**config.mk**
```make
export PLATFORM = sky130hd
export DESIGN_NAME = bpm_window_averager
export DESIGN_NICKNAME = d
export VERILOG_FILES = /design/src/rtl/bpm_window_averager.sv
export SDC_FILE = /design/constraint.sdc
export NUM_CORES = 1
export LEC_CHECK = 0
export CORE_AREA = 2 2 95 97
export CTS_CLUSTER_DIAMETER = 60
export DETAILED_ROUTE_END_ITERATION = 6
export DIE_AREA = 0 0 97 99
export GPL_ROUTABILITY_DRIVEN = 0
export HOLD_SLACK_MARGIN = 0.15
export PLACE_DENSITY = 0.77
export SKIP_LAST_GASP = 1
export SYNTH_ARGS = -nofsm -noshare
export SYNTH_HDL_FRONTEND = slang
export SYNTH_SLANG_ARGS = --single-unit
```
**constraint.sdc**
```tcl
create_clock -name sclk -period 5.85 [get_ports sclk]
set_input_delay 1.17 -clock sclk [delete_from_list [all_inputs] [get_ports sclk]]
set_output_delay 1.17 -clock sclk [all_outputs]
set_load 0.02 [all_outputs]
```
**src/rtl/bpm_window_averager.sv**
```systemverilog
// Beat-rate meter: synchronizes the raw pulse-sensor level, filters beats
// with a refractory gap, counts beats per fixed window of sclk ticks, and
// reports a moving-average BPM over the last DEPTH windows with status flags.
module bpm_window_averager #(
    parameter int WIN_TICKS = 5000,
    parameter int DEPTH     = 4,
    parameter int SCALE     = 4,
    parameter int MIN_GAP   = 250,
    parameter int CW        = 8,
    parameter int BPM_W     = 10
) (
    input  logic             sclk,
    input  logic             rst,
    input  logic             clr,
    input  logic             pulse_in,
    output logic             beat,
    output logic             window_done,
    output logic [BPM_W-1:0] bpm,
    output logic             bpm_valid,
    output logic             no_signal,
    output logic             sat
);

    localparam int LOG = $clog2(DEPTH);
    localparam int SW  = CW + LOG;
    localparam int TW  = $clog2(WIN_TICKS);
    localparam int RW  = $clog2(MIN_GAP + 1);
    localparam int FW  = $clog2(DEPTH + 1);
    localparam int PW  = SW + 32;

    localparam logic [TW-1:0] TICK_LAST = TW'(WIN_TICKS - 1);
    localparam logic [RW-1:0] GAP_LOAD  = RW'(MIN_GAP - 1);
    localparam logic [CW-1:0] CNT_MAX   = '1;
    localparam logic [FW-1:0] FILL_FULL = FW'(DEPTH);
    localparam logic [PW-1:0] SCALE_W   = PW'(SCALE);
    localparam logic [PW-1:0] BPM_MAX_W = {{(PW-BPM_W){1'b0}}, {BPM_W{1'b1}}};

    logic           sync1;
    logic           sync2;
    logic           sync3;
    logic [RW-1:0]  refr;
    logic [TW-1:0]  tick;
    logic [CW-1:0]  win_cnt;
    logic [CW-1:0]  hist [DEPTH];
    logic [LOG-1:0] wr_ptr;
    logic [SW-1:0]  sum;
    logic [FW-1:0]  fill;

    logic             rise;
    logic             accept;
    logic             terminal;
    logic             cnt_full;
    logic [CW-1:0]    closing;
    logic [SW-1:0]    new_sum;
    logic [FW-1:0]    fill_next;
    logic [PW-1:0]    product;
    logic [PW-1:0]    scaled;
    logic             bpm_clip;
    logic [BPM_W-1:0] bpm_next;

    // Edge detect, window close arithmetic and the scaled/clipped average
    always_comb begin
        rise      = sync2 & ~sync3;
        accept    = rise && (refr == '0);
        terminal  = (tick == TICK_LAST);
        cnt_full  = (win_cnt == CNT_MAX);
        closing   = (beat && !cnt_full) ? win_cnt + 1'b1 : win_cnt;
        new_sum   = sum + SW'(closing) - SW'(hist[wr_ptr]);
        fill_next = (fill == FILL_FULL) ? fill : fill + 1'b1;
        product   = PW'(new_sum) * SCALE_W;
        scaled    = product >> LOG;
        bpm_clip  = (scaled > BPM_MAX_W);
        bpm_next  = bpm_clip ? {BPM_W{1'b1}} : scaled[BPM_W-1:0];
    end

    // Synchronizer, refractory counter and the registered beat strobe
    always_ff @(posedge sclk or posedge rst) begin
        if (rst) begin
            sync1 <= 1'b0;
            sync2 <= 1'b0;
            sync3 <= 1'b0;
            refr  <= '0;
            beat  <= 1'b0;
        end else if (clr) begin
            sync1 <= 1'b0;
            sync2 <= 1'b0;
            sync3 <= 1'b0;
            refr  <= '0;
            beat  <= 1'b0;
        end else begin
            sync1 <= pulse_in;
            sync2 <= sync1;
            sync3 <= sync2;
            if (accept) begin
                beat <= 1'b1;
                refr <= GAP_LOAD;
            end else begin
                beat <= 1'b0;
                refr <= (refr == '0) ? refr : refr - 1'b1;
            end
        end
    end

    // Window tick counter and saturating per-window beat count
    always_ff @(posedge sclk or posedge rst) begin
        if (rst) begin
            tick    <= '0;
            win_cnt <= '0;
        end else if (clr) begin
            tick    <= '0;
            win_cnt <= '0;
        end else if (terminal) begin
            tick    <= '0;
            win_cnt <= '0;
        end else begin
            tick    <= tick + 1'b1;
            win_cnt <= closing;
        end
    end

    // Circular history of closed window counts
    always_ff @(posedge sclk or posedge rst) begin
        if (rst) begin
            for (int i = 0; i < DEPTH; i++) hist[i] <= '0;
        end else if (clr) begin
            for (int i = 0; i < DEPTH; i++) hist[i] <= '0;
        end else if (terminal) begin
            hist[wr_ptr] <= closing;
        end
    end

    // Running sum, fill level and all outputs that update on window close
    always_ff @(posedge sclk or posedge rst) begin
        if (rst) begin
            wr_ptr      <= '0;
            sum         <= '0;
            fill        <= '0;
            window_done <= 1'b0;
            bpm         <= '0;
            bpm_valid   <= 1'b0;
            no_signal   <= 1'b0;
            sat         <= 1'b0;
        end else if (clr) begin
            wr_ptr      <= '0;
            sum         <= '0;
            fill        <= '0;
            window_done <= 1'b0;
            bpm         <= '0;
            bpm_valid   <= 1'b0;
            no_signal   <= 1'b0;
            sat         <= 1'b0;
        end else begin
            window_done <= terminal;
            if (beat && cnt_full) begin
                sat <= 1'b1;
            end
            if (terminal) begin
                wr_ptr    <= wr_ptr + 1'b1;
                sum       <= new_sum;
                fill      <= fill_next;
                no_signal <= (closing == '0);
                if (fill_next == FILL_FULL) begin
                    bpm       <= bpm_next;
                    bpm_valid <= 1'b1;
                    if (bpm_clip) begin
                        sat <= 1'b1;
                    end
                end else begin
                    bpm       <= '0;
                    bpm_valid <= 1'b0;
                end
            end
        end
    end

endmodule

```
==> qor.yml <==
die:
  io_pins: 19
  die_area_um2: 9603
  fp.dieW_um: 97
  start_util: 0.5856
  core_area_um2: 8551
  die_h_um: 99
  row_count: 34
yosys:
  synth_compound_area_frac: 0.1147
  synth_top_area_share: 0.4698
  synthAdderAreaFrac: 0.07946
  synthArstFlopShare: 1.000
  synth-seq-cells: 94
  synth_ff_type: "dfrtp_1"
  ys_top_cells_by_area: "dfrtp_1 (47%), nand2_1 (7.3%), a21oi_1 (5.3%), ha_1 (4.7%), mux4_2 (3.6%)"
  yosys.area_share.xor_xnor: 0.05172
  syn-mean-instance-area_um2: 9.611
  synth_fp_nets: 552
  synthMuxAreaShare: 0.03898
  yosys_warnings: 0
  post-synth-top-area-cell: "dfrtp_1"
  synth_top_family_by_area: "simple AND/OR/NAND/NOR gates"
  synth_edf_count: 0
  yosysSeqAreaShare: 0.4698
  syn-cell-area_um2: 5007
  synthSimpleGateAreaFrac: 0.1989
  synth_most_common_cell: "nand2_1"
  syn_inst: 521
  yosysUniqueCellTypes: 55
  netlist_top_cells_count: "nand2_1 (97), dfrtp_1 (94), a21oi_1 (53)"
timing:
  min_period_ns: 3.809
  setup_viol: 0
  fin_worst_skew_ns: 0.01113
  slew_viol_final: 0
  hold_violations: 0
  max_slew.worst_pin.slew_ns: 0.9386
  max_freq_mhz: 262.5
  fin_hold_ws_ns: 0.4884
  rsz0062_at_grt: "no"
  setup_total_negative_slack_ns: 0
  timing.final.crit_share: 0.6511
  maxSlewHeadroom: 0.3720
power:
  pwr_density_cell_nw_per_um2: 244.1
  leakage_nw: 2.343
  p_switching_w: 0.0003760
  clockPowerShare: 0.347
  seqPwrFrac: 0.529
  p_sw_frac: 0.2822
  p_int_w: 0.0009564
  share_comb_of_total_power: 0.124
  peakVddDrop_mv: 0.2523
  totalPowerFinal_w: 0.001332
worst_setup_path:
  r2r_end: "sum[7]$_DFFE_PP0P_"
  worstSetupPathType: "reg2reg"
  start_kind: "flop"
  crit_path_end: "sum[7]$_DFFE_PP0P_"
  r2r_cells: 14
  arrival_ns: 4.12
  crit_required_ns: 6.16
  worst-path-max-fanout: 6
  worstSetupStartpoint: "win_cnt[0]$_DFF_PP0_"
  endpoint_kind: "flop"
  worstReg2RegStart: "win_cnt[0]$_DFF_PP0_"
  ff2ff_setup_slack_ns: 2.04
routing:
  vias: 3721
  wl_um: 10770
  ant_nets: 0
  first_iter_violations: 186
  drt_first_pass_iters: 4
  wire_per_inst_um: 16.72
  via_per_inst: 5.778
  drc: 0
cts:
  cts_made_buffers: 9
  post_cts_buffers: 0
  cts_root_buf: "clkbuf_8"
  htree_levels: 3
  cts_tree: "done"
  ctsResizeCount: 0
  clockBufferDepth: 2
  cts_hold_buf: 0
  clk-insertion-delay-late_ns: 0.38
  cts.sinks: 94
  path_clk_slew_ns: 0.10
cells_and_area:
  nNetsFinal: 562
  insertedDiodeCount: 0
  drive_above_1_share: 0.07649
  area_growth_pct: 9.021
grt:
  grt_max_degree: 72
  track_usage: 0.2411
  grt_pass1_wl_um: 18490
  grt_use_met2: 0.3953
  first_global_vias: 3833
  use_met1: 0.3280
  met3_usage: 0.03404
  grt_overflow: 0
  busiest_layer: "met2"
  antenna_found_initial: 0
status:
  status: "completed"
placed_design:
  io_buffer_count: 18
  hpwl_um: 7442
job:
  maxCapViolCount: 0
hold_path:
  hp-class: "reg2reg"
[placed cells by master (no fill, tap or decap), types with 9 or more instances in the layout]
master	instances
ha_1	19
nand2_1	97
xnor2_1	17
nand3_1	9
xor2_1	10
and2_1	9
inv_1	37
clkbuf_8	9
a21oi_1	53
nor2_1	38
clkdlybuf4s50_1	17
dfrtp_1	94
o21ai_0	10
nor3_1	10
[metrics by stage]
step                std cells    util  setup WS [ns]  instance area, um2
global placement          628  0.6141          2.271                5251
floorplan                 521       -          2.231                5007
detailed placement        628  0.6141          2.114                5251
global route              644  0.6384          1.708                5459
finish                    644  0.6384          2.041                5459
CTS                       644  0.6384          2.068                5459
[worst min-delay path by stage]
stage | to | start | slack, ns | cells after the start
3_3_place_gp | sync2$_DFF_PP0_ | sync1$_DFF_PP0_ | 0.45 | 1
3_5_place_dp | sync2$_DFF_PP0_ | sync1$_DFF_PP0_ | 0.46 | 1
2_1_floorplan | tick[0]$_DFF_PP0_ | tick[0]$_DFF_PP0_ | 0.43 | 1
5_1_grt | bpm[1]$_DFFE_PP0P_ | bpm[1]$_DFFE_PP0P_ | 0.51 | 2
4_1_cts | sync2$_DFF_PP0_ | sync1$_DFF_PP0_ | 0.49 | 1
6_report | bpm[1]$_DFFE_PP0P_ | bpm[1]$_DFFE_PP0P_ | 0.49 | 2
[registers in the layout, summed over array words and instances (netlist names), 2 cells and up]
register	cells
fill	3
wr_ptr	2
refr	8
tick	13
bpm	10
win_cnt	8
hist	32
sum	10
[worst max-delay path, cell delays in order (launching register included)]
cell and delay, ns:
dfrtp_1 0.41, ha_1 0.26, and2_1 0.21, a211oi_1 0.10, a21oi_1 0.51, inv_1 0.16
fa_1 0.51, inv_1 0.04, ha_1 0.31, o21ai_0 0.10, o21bai_1 0.23, a2111o_1 0.18
o311ai_0 0.20, or4_1 0.44, nand3_1 0.08
[logic make-up after synthesis]
logic type,after synthesis
buffers and inverters,60
multiplexers,9
XOR/XNOR,28
flip-flops,94
AND/OR/NAND/NOR,208
adder cells (fa/ha/maj),27
AO/OA/AOI/OAI,95
[power by group through the flow]
| stage | registers (W) | clock network [W] | logic, W |
|---|---|---|---|
| 3_3_place_gp | 0.000715 | 0 | 0.000158 |
| 2_1_floorplan | 0.000711 | 0 | 0.000136 |
| 3_5_place_dp | 0.000716 | 0 | 0.000166 |
| 4_1_cts | 0.000704 | 0.000469 | 0.000167 |
| 6_report | 0.000705 | 0.000462 | 0.000165 |
| 5_1_grt | 0.000708 | 0.000501 | 0.000187 |
[area by class of cell]
| type | instances | area (um2) |
|---|---|---|
| timing repair buffer | 21 | 197.7 |
| fill | 693 | 3092 |
| clock buffer | 9 | 123.9 |
| inverter | 38 | 143.9 |
| tap | 108 | 135.1 |
| clock inverter | 7 | 83.83 |
| sequential | 94 | 2352 |
| multi-input combinational | 367 | 2422 |
[metal layers]
metal,up-vias,share of wire
li1,1767,-
met1,1858,0.44
met2,78,0.50
met3,18,0.047
met4,0,0.020
met5,-,0
(Power assumes the default switching activity.)
